$ cat src/rtl/div_iter_64_by_32.sv
`default_nettype none
// ============================================================================
// Module   : div_iter_64_by_32
// Purpose  : Iterative radix-2 restoring divider. It divides a 2*WIDTH-bit
//            unsigned dividend by a WIDTH-bit unsigned divisor and returns a
//            WIDTH-bit quotient and remainder. It reports divide-by-zero and
//            quotient overflow, has valid/ready handshakes on both sides and
//            keeps one division in flight at a time.
// Revision : 1.0 - initial release
// ============================================================================
module div_iter_64_by_32 #(
  parameter int WIDTH = 32
) (
  input  logic               clk,
  input  logic               reset,        // asynchronous, active-low
  input  logic               in_valid,
  output logic               in_ready,
  input  logic [2*WIDTH-1:0] dividend,
  input  logic [WIDTH-1:0]   divisor,
  output logic               out_valid,
  input  logic               out_ready,
  output logic [WIDTH-1:0]   quotient,
  output logic [WIDTH-1:0]   remainder,
  output logic               div_by_zero,
  output logic               overflow
);

  localparam int CNT_W = $clog2(WIDTH);

  typedef enum logic [1:0] {
    IDLE = 2'd0,
    CALC = 2'd1,
    DONE = 2'd2
  } state_t;

  state_t state;
  state_t state_next;

  // Partial remainder, quotient/dividend shift register, latched divisor
  // and iteration counter.
  logic [WIDTH-1:0] rem_acc;
  logic [WIDTH-1:0] quo_acc;
  logic [WIDTH-1:0] div_reg;
  logic [CNT_W-1:0] count;

  // Per-iteration combinational datapath
  logic             is_zero;
  logic             is_ovf;
  logic [WIDTH:0]   shifted;
  logic [WIDTH:0]   diff;
  logic             fits;
  logic [WIDTH-1:0] rem_step;
  logic [WIDTH-1:0] quo_step;
  logic             last_iter;

  // Exception detection on the incoming operands. The quotient fits in
  // WIDTH bits only when the upper dividend half is below the divisor.
  always_comb begin
    is_zero = (divisor == '0);
    is_ovf  = (dividend[2*WIDTH-1:WIDTH] >= divisor);
  end

  // One restoring step: shift {R,Q} left, trial-subtract the divisor.
  // The partial remainder is always below the divisor, so it is stored in
  // WIDTH bits; the shifted value needs WIDTH+1 bits and is never truncated
  // before the subtraction. Within that range the MSB of the WIDTH+1-bit
  // difference is exactly the borrow flag.
  always_comb begin
    shifted   = {rem_acc, quo_acc[WIDTH-1]};
    diff      = shifted - {1'b0, div_reg};
    fits      = ~diff[WIDTH];
    rem_step  = fits ? diff[WIDTH-1:0] : shifted[WIDTH-1:0];
    quo_step  = {quo_acc[WIDTH-2:0], fits};
    last_iter = (count == CNT_W'(WIDTH - 1));
  end

  // State register
  always_ff @(posedge clk or negedge reset) begin
    if (!reset) begin
      state <= IDLE;
    end else begin
      state <= state_next;
    end
  end

  // Next-state and handshake outputs
  always_comb begin
    state_next = state;
    in_ready   = 1'b0;
    out_valid  = 1'b0;
    case (state)
      IDLE: begin
        in_ready = 1'b1;
        if (in_valid) begin
          state_next = (is_zero || is_ovf) ? DONE : CALC;
        end
      end
      CALC: begin
        if (last_iter) begin
          state_next = DONE;
        end
      end
      DONE: begin
        out_valid = 1'b1;
        if (out_ready) begin
          state_next = IDLE;
        end
      end
      default: begin
        state_next = IDLE;
      end
    endcase
  end

  // Datapath: operand capture, iteration and result registers. Results are
  // written only on the final CALC step or the exception accept, so they
  // stay stable for the whole DONE period.
  always_ff @(posedge clk or negedge reset) begin
    if (!reset) begin
      rem_acc     <= '0;
      quo_acc     <= '0;
      div_reg     <= '0;
      count       <= '0;
      quotient    <= '0;
      remainder   <= '0;
      div_by_zero <= 1'b0;
      overflow    <= 1'b0;
    end else begin
      case (state)
        IDLE: begin
          if (in_valid) begin
            if (is_zero) begin
              quotient    <= '1;
              remainder   <= dividend[WIDTH-1:0];
              div_by_zero <= 1'b1;
              overflow    <= 1'b0;
            end else if (is_ovf) begin
              quotient    <= '1;
              remainder   <= '0;
              div_by_zero <= 1'b0;
              overflow    <= 1'b1;
            end else begin
              rem_acc     <= dividend[2*WIDTH-1:WIDTH];
              quo_acc     <= dividend[WIDTH-1:0];
              div_reg     <= divisor;
              count       <= '0;
              div_by_zero <= 1'b0;
              overflow    <= 1'b0;
            end
          end
        end
        CALC: begin
          rem_acc <= rem_step;
          quo_acc <= quo_step;
          count   <= count + CNT_W'(1);
          if (last_iter) begin
            quotient  <= quo_step;
            remainder <= rem_step;
          end
        end
        default: begin
        end
      endcase
    end
  end

endmodule
`default_nettype wire

$ cat config.mk
export PLATFORM = sky130hd
export DESIGN_NAME = div_iter_64_by_32
export DESIGN_NICKNAME = d
export VERILOG_FILES = /design/src/rtl/div_iter_64_by_32.sv
export SDC_FILE = /design/constraint.sdc
export NUM_CORES = 1
export LEC_CHECK = 0
export BUFFER_PORTS_ARGS = -buffer_cell sky130_fd_sc_hd__buf_2
export CORE_MARGIN = 10
export CORE_UTILIZATION = 40
export CTS_CLUSTER_DIAMETER = 60
export DETAILED_ROUTE_END_ITERATION = 7
export PLACE_DENSITY = 0.67
export SLEW_MARGIN = 30
export SYNTH_ARGS = -nofsm -noshare
export SYNTH_HDL_FRONTEND = slang
export SYNTH_SLANG_ARGS = --single-unit
$ cat constraint.sdc
create_clock -name clk -period 6.4 [get_ports clk]
set_input_delay 0.96 -clock clk [delete_from_list [all_inputs] [get_ports clk]]
set_output_delay 0.96 -clock clk [all_outputs]
set_load 0.02 [all_outputs]
Yosys cells after proc, flatten, opt, wreduce, memory -nomap -nowiden
Index checks and enable logic that the tools add are counted.
{"block": "classes", "addsub": 2, "n_lt_le_gt_ge": 1, "n_eq_ne": 9, "muxes": 33, "bitwise_logic": 3, "reduce_logical": 9}
{"op": "2-to-1 mux 32 bit", "n": 15}
{"op": "case mux 32 bit (2 select lines)", "n": 4}
{"op": "subtractor 33 x 32 -> 33 bit", "n": 1}
{"op": ">= comparator 32 bit", "n": 1}
{"op": "zero test 32 bit", "n": 1}
{"op": "2-to-1 mux 5 bit", "n": 3}
{"op": "AND reduction 4 bit", "n": 3}
{"op": "inequality test 2 bit (second input constant)", "n": 5}
{"op": "case mux 5 bit (2 select lines)", "n": 1}
{"op": "2-to-1 mux 2 bit", "n": 4}
{"op": "case mux 2 bit (3 select lines)", "n": 1}
{"op": "adder 5 x 1 -> 5 bit (second input constant)", "n": 1}
{"op": "== test 5 bit (second input constant)", "n": 1}
{"op": "2-to-1 mux 1 bit", "n": 5}
{"op": "inequality test 3 bit (second input constant)", "n": 1}
{"op": "inverter 1 bit", "n": 3}
{"op": "AND reduction 3 bit", "n": 1}
{"op": "== test 2 x 1 -> 1 bit (second input constant)", "n": 1}
{"op": "== test 2 bit (second input constant)", "n": 1}
{"op": "zero test 2 bit", "n": 1}
{"op": "AND reduction 2 bit", "n": 1}
{"op": "nonzero test 2 bit", "n": 1}
{"op": "logical OR 1 bit", "n": 1}
{"block": "word_totals", "ff_bits": 169, "inputBits": 100, "out_inout_bits": 68, "elab_cells": 66}

Longest topological paths before layout
Gate-level depths: netlist of run 1.
{"block": "depth", "depth_word": 5, "mapped_depth": 15}

Least setup slack after synthesis of run 1
No wires, ideal clock.
{"block": "synth_timing", "path_type": "input to register", "startpoint": "in dividend[32]", "endpoint": "reg count[2]", "t_arrival_ps": 3136, "slack_ps": 3135, "stages": 13, "path_cell_list": "inv_1 -> ha_1 -> nand2b_1 -> a2111oi_0 -> o41a_1 -> o211ai_1 -> a211oi_2 -> and2_1 -> o21bai_2 -> buf_2 -> buf_2 -> o21ai_0 -> o21ai_0"}
{"block": "synth_between", "elab_chain_cells": 3}
{"element": "start, declared", "line": "18", "source": "input logic [2*WIDTH-1:0] dividend,"}
{"element": ">= comparator 32 bit", "line": "60", "source": "is_ovf = (dividend[2*WIDTH-1:WIDTH] >= divisor);"}
{"element": "inequality test 2 bit (no source line)"}
{"element": "AND reduction 4 bit (no source line)"}
{"element": "end signal, assigned", "line": "155", "source": "count <= count + CNT_W'(1);"}
{"element": "end, declared", "line": "44", "source": "logic [CNT_W-1:0] count;"}
Every way passes these cells.
A chain may end at the register's enable or synchronous reset.

Worst setup path after layout of run 1
{"block": "layout_timing", "startpoint": "reg quo_acc[31]", "endpoint": "reg rem_acc[19]"}
{"block": "layout_between", "elab_chain_cells": 3}
{"element": "start, declared", "line": "42", "source": "logic [WIDTH-1:0] quo_acc;"}
{"element": "start signal, assigned", "line": "144", "source": "quo_acc <= dividend[WIDTH-1:0];"}
{"element": "start signal, assigned", "line": "154", "source": "quo_acc <= quo_step;"}
{"element": "subtractor 33 x 32 -> 33 bit", "line": "70", "source": "diff = shifted - {1'b0, div_reg};"}
{"element": "2-to-1 mux 32 bit", "line": "72", "source": "rem_step = fits ? diff[WIDTH-1:0] : shifted[WIDTH-1:0];"}
{"element": "case mux 32 bit (2 select lines)", "line": "129", "source": "case (state)"}
{"element": "end signal, assigned", "line": "143", "source": "rem_acc <= dividend[2*WIDTH-1:WIDTH];"}
{"element": "end signal, assigned", "line": "153", "source": "rem_acc <= rem_step;"}
{"element": "end, declared", "line": "41", "source": "logic [WIDTH-1:0] rem_acc;"}
Every way passes these cells.

==> results of run 1 <==
-- metrics by stage --
step | utilization [%] | area [µm²] | cells | setup WS [ns]
after floorplan | - | 10300 | 1198 | 3.13
after global placement | 45.1 | 11400 | 1642 | 2.00
after detailed placement | 45.2 | 11400 | 1643 | 2.11
after CTS | 47.6 | 12000 | 1675 | 2.49
after global routing | 47.7 | 12000 | 1676 | 2.30
final | 47.7 | 12000 | 1676 | 2.48
-- power breakdown --
| group | switching (mW) | total, mW | internal (mW) |
|---|---|---|---|
| Sequential | 0.356 | 1.95 | 1.59 |
| Combinational | 3.19 | 5.15 | 1.96 |
| Clock | 0.483 | 1.08 | 0.600 |
-- metal layers --
| layer | share of wire [%] | GRT usage, % | routed length (µm) | vias to the layer above |
|---|---|---|---|---|
| li1 | - | - | - | 4461 |
| met1 | 45 | 26.0 | 14900 | 4354 |
| met2 | 46 | 32.2 | 15200 | 292 |
| met3 | 6.6 | 5.34 | 2180 | 26 |
| met4 | 1.8 | 5.45 | 580 | 2 |
| met5 | 0.021 | 0 | 7 | - |
-- kinds of logic (layout without fill, tap and decap cells) --
| logic type | count (synthesis) | count (layout) | share of synthesized area, % |
|---|---|---|---|
| muxes | 56 | 56 | 5.52 |
| DFF | 169 | 169 | 41.0 |
| other | 0 | 1 | 0 |
| and+or+nand+nor | 413 | 413 | 17.6 |
| AOI/OAI and AO/OA | 326 | 326 | 19.4 |
| xor gates and xnor gates | 28 | 28 | 2.63 |
| buffers and inverters | 139 | 286 | 5.58 |
| adders and majority gates | 67 | 67 | 8.21 |
-- cell type report --
cell class / instances / area share (%)
antenna: 1 / 0.0208
clock inverter: 13 / 1.30
sequential: 169 / 35.1
clock buffer: 19 / 3.68
multi-input combinational: 890 / 46.0
inverter: 73 / 2.28
tap: 330 / 3.43
timing repair buffer: 181 / 8.10
-- worst min-delay path by stage --
stage	startpoint	endpoint	slack [ns]	cells past startpoint
after floorplan	rem_acc[11]	rem_acc[11]	0.46	2
after global placement	remainder[20]	remainder[20]	0.48	2
after CTS	reset	quotient[8]	0.48	1
after global routing	reset	quotient[8]	0.50	1
after detailed placement	remainder[7]	remainder[7]	0.48	2
final	reset	div_reg[10]	0.48	1
-- layout by cell type, fill, tap and decap left out, types with 5 or more instances in the layout --
| cell | synthesis | layout |
|---|---|---|
| buf_4 | 1 | 11 |
| nor3_1 | 40 | 40 |
| nand3_1 | 14 | 14 |
| xnor2_1 | 18 | 18 |
| and2_1 | 14 | 14 |
| o211ai_1 | 9 | 9 |
| clkbuf_16 | 0 | 17 |
| nor4_1 | 9 | 9 |
| buf_2 | 19 | 166 |
| mux2_2 | 7 | 7 |
| a21oi_1 | 74 | 74 |
| nand4_1 | 13 | 13 |
| o21ai_0 | 103 | 103 |
| nand2_1 | 158 | 158 |
| xor2_1 | 8 | 8 |
| dfrtp_1 | 169 | 169 |
| inv_1 | 73 | 73 |
| nor2_1 | 136 | 135 |
| mux2i_1 | 49 | 49 |
| a211oi_2 | 5 | 5 |
| o21a_1 | 13 | 12 |
| a31oi_1 | 30 | 30 |
| ha_1 | 66 | 66 |
| a21o_1 | 12 | 12 |
| a211oi_1 | 6 | 6 |
| o21ai_1 | 33 | 32 |
| nand2b_1 | 7 | 6 |
-- worst max-delay path: stages, from the launching register on --
cell and delay (ns):
dfrtp_1 0.40, inv_1 0.06, ha_1 0.16, inv_1 0.05
fa_1 0.44, a211oi_2 0.27, o211ai_2 0.14, nand3_1 0.24
a21oi_2 0.12, nor3_4 0.33, xnor2_4 0.25, buf_4 0.49
nor2_1 0.09, a211oi_2 0.47, a21oi_1 0.16, o21ai_1 0.17
==> qor.yml, run 1 <==
min_path_type: "input port to async pin"
slew_violations: 0
path_clk_slew_ns: 0.07
power_mw: 8.18
seq_area_frac_synth_pct: 41.0
min_period_ns: 3.92
drive_gt1_share_pct: 18.5
fin_nets: 1499
vdd_ir_drop_max_v: 0.000424
drt-total-wl_um: 32900
cts_buffer_depth: 2
cp_data_arrival_time_ns: 4.27
htree_levels: 4
grt.overflow.total: 0
antenna_left: 0
cts_resized: 0
dieArea_um2: 32600
die_h_um: 181
port_buffers: 167
crit_end: "rem_acc[19]"
synthTopCellsByArea: "dfrtp_1, ha_1, nand2_1"
dp_hpwl_um: 25000
syn_inst: 1198
die_w_um: 181
reg2reg_slack_ns: 2.48
grt_pass1_wl_um: 52700
synthFlopType: "dfrtp_1"
rr_startpoint: "quo_acc[31]"
fin_worst_skew_ns: 0.0145
gr-usage-all-layers_pct: 20.0
synth_top_area_share_pct: 41.0
critPathLaunch: "quo_acc[31]"
vias_per_cell: 5.45
vias: 9135
path_max_fanout: 27
path_class: "flop to flop"
max_slew_margin_pct: 36.8
drtIter0Drc: 747
synth_area_per_cell_um2: 8.60
status: "completed"
yosys.area.top_type: "dfrtp_1"
cts_tree: "yes"
rows: 58
fmax_mhz: 255
async_flop_share_pct: 100
synth.distinct_cells: 73
core_area_um2: 25300
synth_most_common_cell: "dfrtp_1"
synth.ff_latch_count: 169
routedWlPerCell_um: 19.6
cts_setup_buffers: 0
syn_nets: 1365
gp_congestion: 0.931
multi_input_area_um2: 5540
hold_violations: 0
clock-sinks: 169
hold_slack_ns: 0.481
startpoint_type: "flop"
cts_inserted_buffers: 17
drc: 0
grt_max_degree: 92
dr.pass1.iters: 7
period_share_pct: 61.3
io_pins: 168
setup.worst_path.end_class: "flop"
r2r_end: "rem_acc[19]"
clkLatencyLatePin_ns: 0.43
grt_pass1_vias: 9344
setup_viol: 0
register_area_um2: 4230
ys.warnings.count: 0
cts_root_buf: "clkbuf_16"
start_util_pct: 40.8
synth-edff-count: 0
p_leak_nw: 5.60
area_growth_pct: 16.8
tightestPinTransition_ns: 0.945
syn_area_um2: 10300
synth_top_cells_by_count: "dfrtp_1, nand2_1, nor2_1"
hold_buffers: 0
reg2reg_depth: 15
rsz0062_at_grt: "no"
setup_tns_ns: 0
grt_antenna_before_repair: 2
crit_required_ns: 6.75
fill_cells: 2489
cap_violations: 0
powerDensity_nw_per_um2: 680
Power figures use the tool's default switching activity.
==> inputs of run 2 (changes only) <==
ABC_AREA = 1   (was unset)
PLACE_DENSITY = 0.68   (was 0.67)
clock period = 3.3 ns   (was 6.4 ns; I/O delays follow)
==> run 2 against run 1 <==
Cell count rose by 37%; setup slack got worse by 1.9 ns; combinational power increased by 110%; fmax rose by 43%; design area grew 13%; total power increased by 100%; sequential cell count unchanged; global-route usage barely moved; hold slack got worse by 0.45 ns; largest cell class unchanged; highest routed layer is now met4.
==> qor.yml, run 2 <==
status: "completed"
cts_setup_buffers: 0
synth.distinct_cells: 41
clock-sinks: 169
synth_top_cells_by_count: "nand2_1, inv_1, nor2_1"
p_int_mw: 7.67
synth_top_area_share_pct: 35.7
powerDensity_nw_per_um2: 1220
routedWlPerCell_um: 16.1
drc: 0
diodes: 0
fmax_mhz: 365
critPathLaunch: "quo_acc[31]"
placed_area_um2: 13100
cp_data_arrival_time_ns: 3.10
final_cell_mix: "nand2_1, inv_1, nor2_1"
slew_violations: 0
cap_violations: 0
min_path_type: "input port to async pin"
grt_antenna_before_repair: 0
synthFlopType: "dfrtp_1"
synth.ff_latch_count: 169
die_w_um: 192
setup_tns_ns: 0
vias: 11200
yosys.area.top_type: "dfrtp_1"
hold_buffers: 0
period_share_pct: 83.1
critPathTopFamily: "simple AND/OR/NAND/NOR gates"
cts_buffer_depth: 2
finalWorstSetupSlack_ns: 0.558
combPwrFrac_pct: 64.8
async_flop_share_pct: 100
rr_startpoint: "quo_acc[31]"
p_leak_nw: 7.74
tightestPinTransition_ns: 0.846
setup_viol: 0
drive_gt1_share_pct: 14.9
synth-edff-count: 0
place_ws_ns: 0.360
syn_area_um2: 11800
core_area_um2: 28900
io_pins: 168
dp.cells: 2272
final_area_um2: 13600
crit_required_ns: 3.66
path_class: "flop to flop"
antenna_left: 0
path_cells: "inv_1 -> ha_1 -> inv_1 -> fa_1 -> nand2_1 -> nand2_1 -> nand3_2 -> nand2_4 -> nand2_4 -> nand2_4 -> nand2_8 -> nand2_4 -> nand2_4 -> nand2_2 -> nand2_1 -> nand3_1 -> a21oi_1"
setup.worst_path.end_class: "flop"
synth_most_common_cell: "nand2_1"
rsz0062_at_grt: "no"
area_growth_pct: 15.2
cts_root_buf: "clkbuf_16"
switching_share_pct: 53.9
syn_nets: 1929
ys.warnings.count: 0
port_buffers: 167
dr.pass1.iters: 5
htree_levels: 4
max_slew_margin_pct: 43.6
synthTopCellsByArea: "dfrtp_1, nand2_1, inv_1"
start_util_pct: 40.9
cts_inserted_buffers: 17
clkLatencyLatePin_ns: 0.45
layout_commonest_cell: "nand2_1"
drtIter0Drc: 702
cts_tree: "yes"
grt_pass1_wl_um: 59200
rows: 62
fin_cells: 2304
die_h_um: 192
min_period_ns: 2.74
path_buf_inv: 2
crit_path_frequent_cell: "nand2_4"
grt.overflow.total: 0
grt_max_degree: 74
startpoint_type: "flop"
fin_worst_skew_ns: 0.0225
critical_path.max_stage_delay_ns: 0.41
power_switching_mw: 8.98
fin_nets: 2074
seq_area_frac_synth_pct: 35.7
seq_power_share_pct: 22.7
grt_pass1_vias: 11100
syn_inst: 1762
drt-total-wl_um: 37000
dieArea_um2: 36900
vdd_ir_drop_max_v: 0.000628
hold_violations: 0
path_max_fanout: 15
dp_hpwl_um: 28800
synth_area_per_cell_um2: 6.72
vias_per_cell: 4.86
gp_congestion: 0.942
path_clk_slew_ns: 0.08
gr-usage-all-layers_pct: 20.0
clockPowerShare_pct: 12.5
power_mw: 16.6
cts_resized: 0
cpMaxStageDelayCell: "fa_1"
-- run 2: cell count changes in the layout (fill, tap and decap cells not counted), sizes merged, moves of 59 or more --
cell | before | now
a21oi | 78 | 159
nand3 | 14 | 92
nand2 | 159 | 517
o21ai | 137 | 78
nor2 | 136 | 247
inv | 80 | 314
-- run 2: final timing paths --
kind / endpoint / slack [ns] / cells after the start
setup reg to reg: rem_acc[12] / 0.56 / 17
hold / removal: quotient[8] / 0.03 / 1
setup / recovery: rem_acc[12] / 0.56 / 17
min in group clk: state[1] / 0.24 / 2
hold reg to reg: count[4] / 0.48 / 2
max in group asynchronous: remainder[17] / 2.38 / 2
-- run 2: area by class of cell --
type                            instances  area (µm²)
Sequential cell                       169        4230
Multi-Input combinational cell       1229        6180
Clock inverter                         15         173
Fill cell                            3046       15300
Inverter                              305        1140
Timing Repair Buffer                  185        1010
Clock buffer                           17         425
Tap cell                              384         480
-- run 2: kinds of logic after synthesis --
kind of cell / synth area share (%)
AND/OR/NAND/NOR: 33.2
adder cells (fa/ha/maj): 7.14
buffers and inverters: 12.2
flip-flops: 35.7
XOR/XNOR: 0.666
AO/OA/AOI/OAI: 11.0
-- run 2: stage by stage --
stage | hold WS, ns | util [%]
after detailed placement | 0.466 | 45.1
final | 0.0339 | 47.2
after global routing | 0.0716 | 47.2
after CTS | 0.0461 | 47.2
after floorplan | 0.199 | -
after global placement | 0.460 | 45.1
-- run 2: power groups by stage --
stage / combinational [mW] / sequential (mW) / clock (mW)
after floorplan: 7.49 / 4.18 / 0
after global placement: 10.7 / 3.78 / 0
after detailed placement: 10.8 / 3.80 / 0
after CTS: 10.8 / 3.78 / 2.11
after global routing: 12.2 / 3.91 / 2.18
final: 10.8 / 3.79 / 2.07
-- run 2: per-layer routing --
layer | up-vias | global-route usage [%] | wire (µm)
met5 | - | 0 | 0
met2 | 224 | 33.5 | 17600
met1 | 5193 | 25.8 | 16900
met3 | 33 | 3.72 | 1720
met4 | 0 | 5.78 | 765
li1 | 5747 | - | -
-- run 2: worst register-to-register path, delay by kind of cell, from the launching register on --
family / cells / cell delay (ns)
DFF: 1 / 0.36
adders and majority gates: 2 / 0.55
buffers and inverters: 2 / 0.17
AOI/OAI and AO/OA: 1 / 0.24
and+or+nand+nor: 12 / 1.35
==> inputs of run 3 (changes only) <==
ABC_AREA = 0   (was 1)
PLACE_DENSITY = 0.69   (was 0.68)
clock period = 2.2 ns   (was 3.3 ns; I/O delays follow)
==> run 3 against run 2 <==
The flow now finishes with violations (setup timing); cell count down 12%; critical path type unchanged; setup slack worse by 1.6 ns; fmax down 16%; register-to-register slack worse by 1.6 ns; global-route usage is 5.7 points higher; core utilization increased by 21 points; die area down 12%; via count rose by 6.6%.
==> qor.yml, run 3 (synthesized netlist as in run 1, its figures left out) <==
gp_congestion: 0.935
drtIter0Drc: 1214
path_max_fanout: 6
register_area_um2: 4240
failed_checks: "setup timing"
cpMaxStageDelayCell: "dfrtp_1"
cts_tree: "yes"
min_path_type: "input port to flop"
clkLatencyLatePin_ns: 0.44
multi_input_area_um2: 7040
vias_per_cell: 5.90
cts_buffer_depth: 2
grt_pass1_wl_um: 66900
die_h_um: 181
diodes: 0
routedWlPerCell_um: 23.0
area_growth_pct: 67.0
vias: 11900
setup_tns_ns: -104.55
startpoint_type: "flop"
port_buffers: 167
fmax_mhz: 308
critical_path.max_stage_delay_ns: 0.39
drive_gt1_share_pct: 50.4
cap_violations: 0
antenna_left: 0
hold_violations: 0
grt.overflow.total: 0
hold_slack_ns: 0.0801
crit_path_frequent_cell: "buf_6"
final_cell_mix: "buf_4, dfrtp_1, buf_2"
finalWorstSetupSlack_ns: -1.05
layout_commonest_cell: "buf_4"
critPathTopFamily: "compound AO/OA/AOI/OAI gates"
setup.worst_path.end_class: "flop"
drt-total-wl_um: 46600
core_area_um2: 25300
io_pins: 168
die_w_um: 181
crit_required_ns: 2.53
fin_worst_skew_ns: 0.0108
fill_cells: 1742
drc: 0
cp_data_arrival_time_ns: 3.58
rows: 58
max_slew_margin_pct: 56.0
path_cells: "inv_1 -> ha_2 -> inv_2 -> fa_2 -> a211oi_4 -> o211ai_2 -> nand3_2 -> a21oi_4 -> nor3_4 -> buf_6 -> xnor2_4 -> buf_6 -> buf_8 -> mux2i_2 -> nor2_2 -> a31oi_1 -> o21ai_1"
grt_pass1_vias: 12200
cts_inserted_buffers: 17
path_clk_slew_ns: 0.07
status: "finished with violations"
dr.pass1.iters: 6
tightestPinTransition_ns: 0.659
grt_antenna_before_repair: 0
setup_viol: 167
grt_max_degree: 52
rsz0062_at_grt: "yes"
slew_violations: 0
htree_levels: 4
dp_hpwl_um: 28100
period_share_pct: 148
gr-usage-all-layers_pct: 25.7
fin_nets: 1847
path_buf_inv: 5
min_period_ns: 3.25
path_class: "flop to flop"
start_util_pct: 40.8
dieArea_um2: 32600
clock-sinks: 169
cts_root_buf: "clkbuf_16"
## run 3: cell type report
class | instances | share of cell area [%]
Multi-Input combinational cell | 890 | 40.9
Timing Repair Buffer | 529 | 26.8
Clock inverter | 12 | 1.02
Tap cell | 330 | 2.40
Inverter | 73 | 1.62
Sequential cell | 169 | 24.6
Clock buffer | 20 | 2.65
## run 3: worst reg2reg max path: cells and delay by family (launching register included)
kind	cells	cell delay, ns
adders and majority gates	2	0.58
AOI/OAI and AO/OA	5	0.80
DFF	1	0.39
and+or+nand+nor	3	0.32
muxes	1	0.24
xor gates and xnor gates	1	0.20
buffers and inverters	5	0.59
## run 3: worst paths after layout
path,depth (start not counted),slack [ns],from,end
max,17,-1.05,quo_acc[31],remainder[16]
min,2,0.08,out_ready,state[1]
max reg2reg,17,-1.05,quo_acc[31],remainder[16]
min reg2reg,2,0.49,remainder[5],remainder[5]
max in group asynchronous,3,1.03,reset,rem_acc[24]
min in group asynchronous,2,0.40,reset,div_reg[11]
## run 3: layer usage
metal / vias to the layer above / wire length (µm) / track usage (%)
met5: - / 0 / 0
met4: 0 / 3050 / 13.1
met3: 215 / 3860 / 6.57
met2: 755 / 22100 / 42.6
met1: 5794 / 17600 / 30.1
li1: 5168 / - / -
## run 3: per-stage QoR
step | utilization [%] | area, µm² | std cells | setup slack (ns)
6_report | 68.2 | 17200 | 2023 | -1.05
5_1_grt | 68.2 | 17200 | 2023 | -1.15
4_1_cts | 64.9 | 16400 | 2008 | -0.816
3_5_place_dp | 53.7 | 13600 | 1896 | -1.05
3_3_place_gp | 53.7 | 13600 | 1896 | -0.974
2_1_floorplan | - | 10500 | 1198 | -0.622
## run 3: timing repair
item | in CTS | in global routing
setup endpoints to repair | 167 | 167
gates cloned | 29 | 4
resized for setup | 262 | 196
buffers inserted | 52 | 28
pin swaps | 87 | 61
hold buffers | 1 | 0
hold endpoints to repair | 47 | 0
Power of run 3 is not shown: default switching activity piles up to over one toggle a cycle in this logic, so the estimate is an artifact.
